==> config.mk <==
export PLATFORM = sky130hd
export DESIGN_NAME = sccb_master
export DESIGN_NICKNAME = d
export VERILOG_FILES = /design/src/rtl/sccb_pkg.sv /design/src/rtl/sccb_tick_gen.sv /design/src/rtl/sccb_master.sv
export SDC_FILE = /design/constraint.sdc
export NUM_CORES = 1
export LEC_CHECK = 0
export ABC_AREA = 1
export CORE_ASPECT_RATIO = 1.2
export CORE_MARGIN = 2
export CORE_UTILIZATION = 40
export DETAILED_ROUTE_END_ITERATION = 6
export PLACE_DENSITY = 0.69
export SLEW_MARGIN = 20
export SYNTH_ARGS = -nofsm -noshare
export SYNTH_HDL_FRONTEND = slang
export SYNTH_SLANG_ARGS = --single-unit
==> constraint.sdc <==
create_clock -name clock -period 3.85 [get_ports clock]
set_clock_uncertainty 0.05 [all_clocks]
set_input_delay 0.385 -clock clock [delete_from_list [all_inputs] [get_ports clock]]
set_output_delay 0.385 -clock clock [all_outputs]
set_load 0.01 [all_outputs]
==> src/rtl/sccb_pkg.sv <==
// Shared types and constants for the SCCB write master.
// Also holds the frame layout helper used at accept time.
package sccb_pkg;

   typedef enum logic [2:0] {
      IDLE  = 3'd0,
      START = 3'd1,
      BITS  = 3'd2,
      STOP  = 3'd3,
      GAP   = 3'd4
   } sccb_state_e;

   localparam int START_TICKS    = 2;
   localparam int TICKS_PER_BIT  = 4;
   localparam int BITS_PER_PHASE = 9;
   localparam int PHASES         = 3;
   localparam int FRAME_BITS     = PHASES * BITS_PER_PHASE;
   localparam int STOP_TICKS     = 4;
   localparam int GAP_TICKS      = 4;

   localparam logic [7:0] OV7670_WRITE_ID = 8'h42;

   // Each phase is 8 data bits plus a don't-care bit sent as 1 (bus released).
   function automatic logic [FRAME_BITS-1:0] build_frame(input logic [7:0] id,
                                                          input logic [7:0] addr,
                                                          input logic [7:0] data);
      return {id, 1'b1, addr, 1'b1, data, 1'b1};
   endfunction

endpackage

==> src/rtl/sccb_tick_gen.sv <==
// Quarter-bit tick prescaler: counts 0..CLK_DIV-1 and pulses o_tick on wrap.
// A synchronous clear restarts the count so the first tick lands CLK_DIV cycles later.
module sccb_tick_gen #(
   parameter int CLK_DIV = 125
) (
   input  logic clock,
   input  logic reset,
   input  logic i_clear,
   output logic o_tick
);

   localparam int W = (CLK_DIV > 1) ? $clog2(CLK_DIV) : 1;
   localparam logic [W-1:0] TC = W'(CLK_DIV - 1);

   logic [W-1:0] r_cnt;
   logic         w_wrap;

   assign w_wrap = (r_cnt == TC);

   always_ff @(posedge clock or posedge reset) begin
      if (reset) begin
         r_cnt <= '0;
      end else if (i_clear || w_wrap) begin
         r_cnt <= '0;
      end else begin
         r_cnt <= r_cnt + 1'b1;
      end
   end

   assign o_tick = w_wrap && !i_clear;

endmodule

==> src/rtl/sccb_master.sv <==
// Single-register SCCB write master: ID, register address, register data.
// Bus outputs are registered from next-state values so they move with the state.
//
// state | meaning
// IDLE  | bus free, ready for a request
// START | SIOC high, SIOD low (start condition), 2 ticks
// BITS  | 27 frame bits, 4 ticks each, MSB first
// STOP  | SIOC low/low/high/high with SIOD rising on the last tick
// GAP   | bus free time, 4 ticks, then done pulse
module sccb_master
   import sccb_pkg::*;
#(
   parameter int         CLK_DIV    = 125,
   parameter logic [7:0] SLAVE_ADDR = OV7670_WRITE_ID
) (
   input  logic       clock,
   input  logic       reset,
   input  logic       io_config_valid,
   output logic       io_config_ready,
   input  logic [7:0] io_reg_addr,
   input  logic [7:0] io_reg_data,
   output logic       io_busy,
   output logic       io_done,
   output logic       io_SIOC,
   output logic       io_SIOD
);

   localparam logic [1:0] START_LAST = 2'(START_TICKS - 1);
   localparam logic [1:0] BIT_LAST   = 2'(TICKS_PER_BIT - 1);
   localparam logic [1:0] STOP_LAST  = 2'(STOP_TICKS - 1);
   localparam logic [1:0] GAP_LAST   = 2'(GAP_TICKS - 1);
   localparam logic [4:0] FRAME_LAST = 5'(FRAME_BITS - 1);

   sccb_state_e           r_state;
   logic [1:0]            r_sub;
   logic [4:0]            r_bit_cnt;
   logic [FRAME_BITS-1:0] r_shift;
   logic                  r_sioc;
   logic                  r_siod;
   logic                  r_ready;
   logic                  r_busy;
   logic                  r_done;

   sccb_state_e           w_state_nxt;
   logic [1:0]            w_sub_nxt;
   logic [4:0]            w_bit_nxt;
   logic [FRAME_BITS-1:0] w_shift_nxt;
   logic                  w_done_nxt;
   logic                  w_sioc_nxt;
   logic                  w_siod_nxt;
   logic                  w_accept;
   logic                  w_tick;

   assign w_accept = r_ready && io_config_valid;

   sccb_tick_gen #(
      .CLK_DIV (CLK_DIV)
   ) u_tick_gen (
      .clock   (clock),
      .reset   (reset),
      .i_clear (w_accept),
      .o_tick  (w_tick)
   );

   always_ff @(posedge clock or posedge reset) begin
      if (reset) begin
         r_state   <= IDLE;
         r_sub     <= '0;
         r_bit_cnt <= '0;
         r_shift   <= '0;
         r_sioc    <= 1'b1;
         r_siod    <= 1'b1;
         r_ready   <= 1'b1;
         r_busy    <= 1'b0;
         r_done    <= 1'b0;
      end else begin
         r_state   <= w_state_nxt;
         r_sub     <= w_sub_nxt;
         r_bit_cnt <= w_bit_nxt;
         r_shift   <= w_shift_nxt;
         r_sioc    <= w_sioc_nxt;
         r_siod    <= w_siod_nxt;
         r_ready   <= (w_state_nxt == IDLE);
         r_busy    <= (w_state_nxt != IDLE);
         r_done    <= w_done_nxt;
      end
   end

   always_comb begin
      w_state_nxt = r_state;
      w_sub_nxt   = r_sub;
      w_bit_nxt   = r_bit_cnt;
      w_shift_nxt = r_shift;
      w_done_nxt  = 1'b0;
      case (r_state)
         IDLE: begin
            if (w_accept) begin
               w_state_nxt = START;
               w_sub_nxt   = '0;
               w_bit_nxt   = '0;
               w_shift_nxt = build_frame(SLAVE_ADDR, io_reg_addr, io_reg_data);
            end
         end
         START: begin
            if (w_tick) begin
               if (r_sub == START_LAST) begin
                  w_state_nxt = BITS;
                  w_sub_nxt   = '0;
               end else begin
                  w_sub_nxt = r_sub + 1'b1;
               end
            end
         end
         BITS: begin
            if (w_tick) begin
               if (r_sub == BIT_LAST) begin
                  w_sub_nxt   = '0;
                  w_shift_nxt = {r_shift[FRAME_BITS-2:0], 1'b0};
                  if (r_bit_cnt == FRAME_LAST) begin
                     w_state_nxt = STOP;
                     w_bit_nxt   = '0;
                  end else begin
                     w_bit_nxt = r_bit_cnt + 1'b1;
                  end
               end else begin
                  w_sub_nxt = r_sub + 1'b1;
               end
            end
         end
         STOP: begin
            if (w_tick) begin
               if (r_sub == STOP_LAST) begin
                  w_state_nxt = GAP;
                  w_sub_nxt   = '0;
               end else begin
                  w_sub_nxt = r_sub + 1'b1;
               end
            end
         end
         GAP: begin
            if (w_tick) begin
               if (r_sub == GAP_LAST) begin
                  w_state_nxt = IDLE;
                  w_sub_nxt   = '0;
                  w_done_nxt  = 1'b1;
               end else begin
                  w_sub_nxt = r_sub + 1'b1;
               end
            end
         end
         default: begin
            w_state_nxt = IDLE;
            w_sub_nxt   = '0;
            w_bit_nxt   = '0;
         end
      endcase
   end

   // SIOD only moves at tick 0 of a bit, together with SIOC falling.
   always_comb begin
      w_sioc_nxt = 1'b1;
      w_siod_nxt = 1'b1;
      case (w_state_nxt)
         START: begin
            w_siod_nxt = 1'b0;
         end
         BITS: begin
            w_sioc_nxt = w_sub_nxt[1];
            w_siod_nxt = w_shift_nxt[FRAME_BITS-1];
         end
         STOP: begin
            w_sioc_nxt = w_sub_nxt[1];
            w_siod_nxt = (w_sub_nxt == STOP_LAST);
         end
         default: begin
            w_sioc_nxt = 1'b1;
            w_siod_nxt = 1'b1;
         end
      endcase
   end

   assign io_config_ready = r_ready;
   assign io_busy         = r_busy;
   assign io_done         = r_done;
   assign io_SIOC         = r_sioc;
   assign io_SIOD         = r_siod;

endmodule

==> results of run 1 <==
-- cell type report --
cell class	count	area share, %
flip-flops and latches	49	43.0
multi-input cells	199	36.9
repair buffers	24	8.30
inverters	38	5.11
well taps	82	3.58
clock buffers	8	3.15
-- worst paths after layout --
path	from	endpoint	slack [ns]	cells after the start
setup / recovery	u_tick_gen.r_cnt[0]	r_shift[20]	1.53	9
hold / removal	r_shift[5]	r_shift[5]	0.44	2
setup reg to reg	u_tick_gen.r_cnt[0]	r_shift[20]	1.53	9
hold reg to reg	r_shift[5]	r_shift[5]	0.44	2
max in group asynchronous	reset	r_bit_cnt[1]	2.76	2
min in group asynchronous	reset	io_done	0.50	2
-- kinds of logic (layout without fill, tap and decap cells) --
kind of cell	count (synthesis)	in the layout	synth area share, %
simple gates	165	165	31.6
flops	49	49	49.7
buf+inv	45	70	7.68
compound gates	26	26	7.18
fa+ha+maj	7	7	3.54
xor+xnor	1	1	0.354
-- per-stage QoR --
stage	area [µm²]	power [mW]	utilization, %	setup slack (ns)
after floorplan	2480	0.532	-	2.25
after global placement	2770	0.553	46.1	1.39
after detailed placement	2770	0.553	46.1	1.32
after CTS	2860	0.859	47.6	1.51
after global routing	2860	0.884	47.6	1.32
final	2860	0.849	47.6	1.53
-- synth_stat cells (3+ instances only) --
master    instances
dfrtp_1          46
inv_2             7
nand2_1          74
ha_1              7
o21ai_1           6
o22ai_1           4
o211ai_2          3
nor2_4            3
dfstp_2           3
buf_2             3
inv_1            30
nand3_1          48
nand2_2           9
a21oi_1           5
nor2_1           19
nor3_1            4
-- worst reg2reg max path, cell delays in order (launching register included) --
cell	delay [ns]
dfrtp_1	0.42
inv_1	0.07
ha_1	0.13
nand2_1	0.04
inv_1	0.15
nand4_4	0.20
nand2_2	0.12
nand3_1	0.59
inv_4	0.32
o211ai_2	0.10
-- placed cells by master, fill, tap and decap left out, types with 3 or more instances in the layout --
cell type        count
nor3_1               4
dfrtp_1             46
a21oi_1              5
ha_1                 7
nor2_1              19
o211ai_2             3
dfstp_2              3
inv_2                7
clkbuf_8             6
nand2_2              9
inv_1               29
clkdlybuf4s50_1     23
o21ai_1              6
nand3_1             48
nand2_1             74
nor2_4               3
o22ai_1              4
-- flip-flops by register name (all words and copies together), names as in the netlist, 2 cells and up --
name / flops
r_state: 3
r_sub: 2
r_bit_cnt: 5
u_tick_gen.r_cnt: 7
r_shift: 27
-- metal layers --
| layer | vias to the layer above | global-route usage, % |
|---|---|---|
| met3 | 5 | 2.35 |
| li1 | 994 | - |
| met4 | 0 | 4.53 |
| met1 | 926 | 19.3 |
| met2 | 32 | 24.8 |
| met5 | - | 0 |
-- power by group --
| group | switching, mW | internal (mW) |
|---|---|---|
| Sequential | 0 | 0.514 |
| Clock | 0.161 | 0.147 |
| Combinational | 0.0117 | 0.0158 |
| Total | 0.172 | 0.677 |
==> flow_summary.ini, run 1 <==
[clock_tree]
cts_max_path_buffers = 2
htree_levels = 2
cts.clk_slew.worst_paths_ns = 0.09
clk_latency_ns = 0.29
cts.sinks = 49
post_cts_buffers = 0
ctsHoldBuffers = 0
post_cts_resized = 0
cts_buffers = 5
clock-root-buffer = clkbuf_8
cts_tree = built

[worst_hold_path]
min_path_type = flip-flop to flip-flop

[detailed_routing]
drt-met1-wl_um = 2030
met3WireLength_um = 109
wl_per_cell_um = 11.5
first_pass_iters = 4
dr_total_vias = 1957
remaining_drc_errors = 0
finalWirelength_um = 4580
drt_iter0_drc = 103
ant_nets = 0
routed-wl-met2_um = 2400
maxUsedRoutingLayer = met4
viasPerCell = 4.89

[pwr]
p_leak_nw = 1.43
powerDensity_nw_per_um2 = 297
vdd_ir_drop_max_mv = 0.192

[logic_synthesis]
synth_seq_area_share_pct = 49.7
synth-seq-cells = 49
synth.avg_cell_area_um2 = 8.45
async_flop_share_pct = 100
syn-num-nets = 319
synthesis.area_um2 = 2480
synth_warnings = 0
synthTopCellsByArea = dfrtp_1 46%, nand2_1 11%, nand3_1 9.7%
synth_largest_area_cell = dfrtp_1
netlist_instances = 293
synth_top_area_share_pct = 46.5
ys_types = 34
synthFlopType = dfrtp_1
synth_edf_count = 0

[layout]
fillers = 573
antenna_cells = 0
fin_cells = 400
multi_input_area_um2 = 1060
syn_to_final_growth_pct = 15.6
layout-drive-gt1-share_pct = 12.3
fin_nets = 343
regArea_um2 = 1230

[floorplanning]
num_rows = 31
coreArea_um2 = 6010
die-area_um2 = 6840
start_util_pct = 41.2
ioPinCount = 24
dieWidth_um = 75.8
die_h_um = 90.2

[grt]
grt_pass1_vias = 1913
grt-ovfl-total = 0
antenna_found_initial = 0
grt_pass1_wl_um = 8190
grtUsageTotal_pct = 14.9
grt_max_degree = 50

[sta]
fin_crit_sh_pct = 60.2
hold_viol = 0
fmax_mhz = 432
min_period_ns = 2.32
fin_hold_ws_ns = 0.437
relSlewSlack_pct = 44.1
tns_ns = 0
worst_pin_slew_ns = 0.836
rsz0062_at_grt = false
slew_viol_final = 0
final-setup-viol-count = 0

[setup_path]
slowest_stage = nand3_1
cp_slowest_stage_delay_ns = 0.59
cp_common_cell = inv_1
cp-end-kind = flip-flop
critPathRequiredTime_ns = 3.97
worst_setup_path_start_kind = flip-flop
crit_fanout = 20
worstSetupPathType = flip-flop to flip-flop
crit_chain = inv_1, ha_1, nand2_1, inv_1, nand4_4, nand2_2, nand3_1, inv_4, o211ai_2
path_delay_family = simple AND/OR/NAND/NOR gates
cp.arrival_ns = 2.44
path_buf_inv = 3

[place]
placed_cells = 392
place_congestion = 0.851
dp_hpwl_um = 3330
io_buffers = 23

[job]
drv_cap = 0

[outcome]
status = completed
(Power assumes the default switching activity.)
==> run 2: changes to the inputs <==
PLACE_DENSITY = 0.72   (was 0.69)
clock period = 2 ns   (was 3.85 ns; I/O delays follow)
==> run 2 against run 1 <==
Net effect:
- non-clock buffer count is 2 higher
- flip-flop and latch count stayed put
- first-iteration DRC count is 39% lower
- worst hold slack worse by 0.25 ns
- clock-buffer cell count stayed put
- clock power is 91% higher
- critical path type unchanged
- critical endpoint unchanged
- largest cell class unchanged
- highest routed layer unchanged
==> flow_summary.ini, run 2 (synthesized netlist as in run 1, its figures left out) <==
[place]
dp_hpwl_um = 3380
place_congestion = 0.823
placed_cells = 394
io_buffers = 23
place_ws_ns = 0.188
placement.cell_area_um2 = 2800

[sta]
final-setup-viol-count = 0
relSlewSlack_pct = 68.1
fin_crit_sh_pct = 88.6
fmax_mhz = 564
hold_viol = 0
fin_hold_ws_ns = 0.192
worst_pin_slew_ns = 0.478
tns_ns = 0
min_period_ns = 1.77
rsz0062_at_grt = false
fin_ws_ns = 0.227
slew_viol_final = 0

[detailed_routing]
finalWirelength_um = 4520
first_pass_iters = 4
viasPerCell = 4.92
drt_iter0_drc = 63
wl_per_cell_um = 11.2
dr_total_vias = 1978
ant_nets = 0
remaining_drc_errors = 0

[setup_path]
cp.arrival_ns = 1.90
r2r-start = u_tick_gen.r_cnt[0]
worstSetupPathType = flip-flop to flip-flop
crit_fanout = 20
critPathRequiredTime_ns = 2.13
r2r_setup_slack_ns = 0.23
worst_setup_path_start_kind = flip-flop
cp-end-kind = flip-flop
rr_worst_depth = 10
reg2reg_to = r_shift[20]

[clock_tree]
cts.clk_slew.worst_paths_ns = 0.09
htree_levels = 2
cts_buffers = 5
ctsHoldBuffers = 0
clk_latency_ns = 0.29
cts_max_path_buffers = 2
post_cts_resized = 0
post_cts_buffers = 0
cts_tree = built
cts.sinks = 49
clock-root-buffer = clkbuf_8

[layout]
largest_reg_flops = 27
fin_cells = 402
top_register = r_shift
final_area_um2 = 2890
fin_nets = 345
layout_commonest_cell = nand2_1
syn_to_final_growth_pct = 16.7
final_cell_mix = 74 x nand2_1, 48 x nand3_1, 46 x dfrtp_1
fin_util_pct = 48.1
layout-drive-gt1-share_pct = 12.8
antenna_cells = 0
largestRegisters = r_shift x27, u_tick_gen.r_cnt x7, r_bit_cnt x5

[grt]
grt_pass1_wl_um = 7820
grt_max_degree = 29
grtUsageTotal_pct = 14.4
grt-ovfl-total = 0
antenna_found_initial = 0
grt_pass1_vias = 1851

[floorplanning]
coreArea_um2 = 6010
die-area_um2 = 6840
ioPinCount = 24
die_h_um = 90.2
dieWidth_um = 75.8
num_rows = 31
start_util_pct = 41.2

[pwr]
vdd_ir_drop_max_mv = 0.334
power_mw = 1.64
p_leak_nw = 1.44
powerDensity_nw_per_um2 = 566

[outcome]
status = completed

[job]
drv_cap = 0

[worst_hold_path]
min_path_type = primary input to asynchronous set/reset pin
[run 2: cell count changes in the layout (fill, tap and decap cells not counted)]
cell / before / now
buf_12: 0 / 1
buf_4: 1 / 2
clkinv_2: 1 / 0
inv_2: 7 / 8
[run 2: how the worst max path moves through the flow]
stage               cells past startpoint           startpoint  slack [ns]           to
floorplan                              10  u_tick_gen.r_cnt[0]        0.42  r_shift[18]
finish                                 10  u_tick_gen.r_cnt[0]        0.23  r_shift[20]
CTS                                     8  u_tick_gen.r_cnt[0]        0.22  r_shift[23]
detailed placement                      9      io_config_valid        0.19  r_shift[23]
global route                            8  u_tick_gen.r_cnt[0]        0.09  r_shift[23]
global placement                        9      io_config_valid        0.22  r_shift[20]
[run 2: power breakdown]
part | switching, mW | internal, mW
Clock | 0.306 | 0.282
Sequential | 0 | 0.990
Combinational | 0.0238 | 0.0344
Total | 0.329 | 1.31
[run 2: worst max-delay path, stage by stage (launching register included)]
cell	delay, ns
dfrtp_1	0.41
inv_1	0.07
ha_1	0.14
nand2_1	0.05
inv_1	0.14
nand4_4	0.20
nand2_2	0.12
nand3_1	0.07
buf_4	0.21
inv_4	0.11
o211ai_2	0.08
[run 2: area by class of cell]
cell class	instances	area, µm²
Tap cell	82	103
Clock buffer	8	90.1
Sequential cell	49	1230
Multi-Input combinational cell	199	1060
Timing Repair Buffer	26	265
Inverter	38	145
Fill cell	584	3120
[run 2: metal layers]
layer	track usage (%)	wire length [µm]	share of wire, %
met1	18.4	2000	44
met2	23.9	2300	51
met3	3.03	165	3.7
met4	3.95	52	1.2
met5	0	0	0
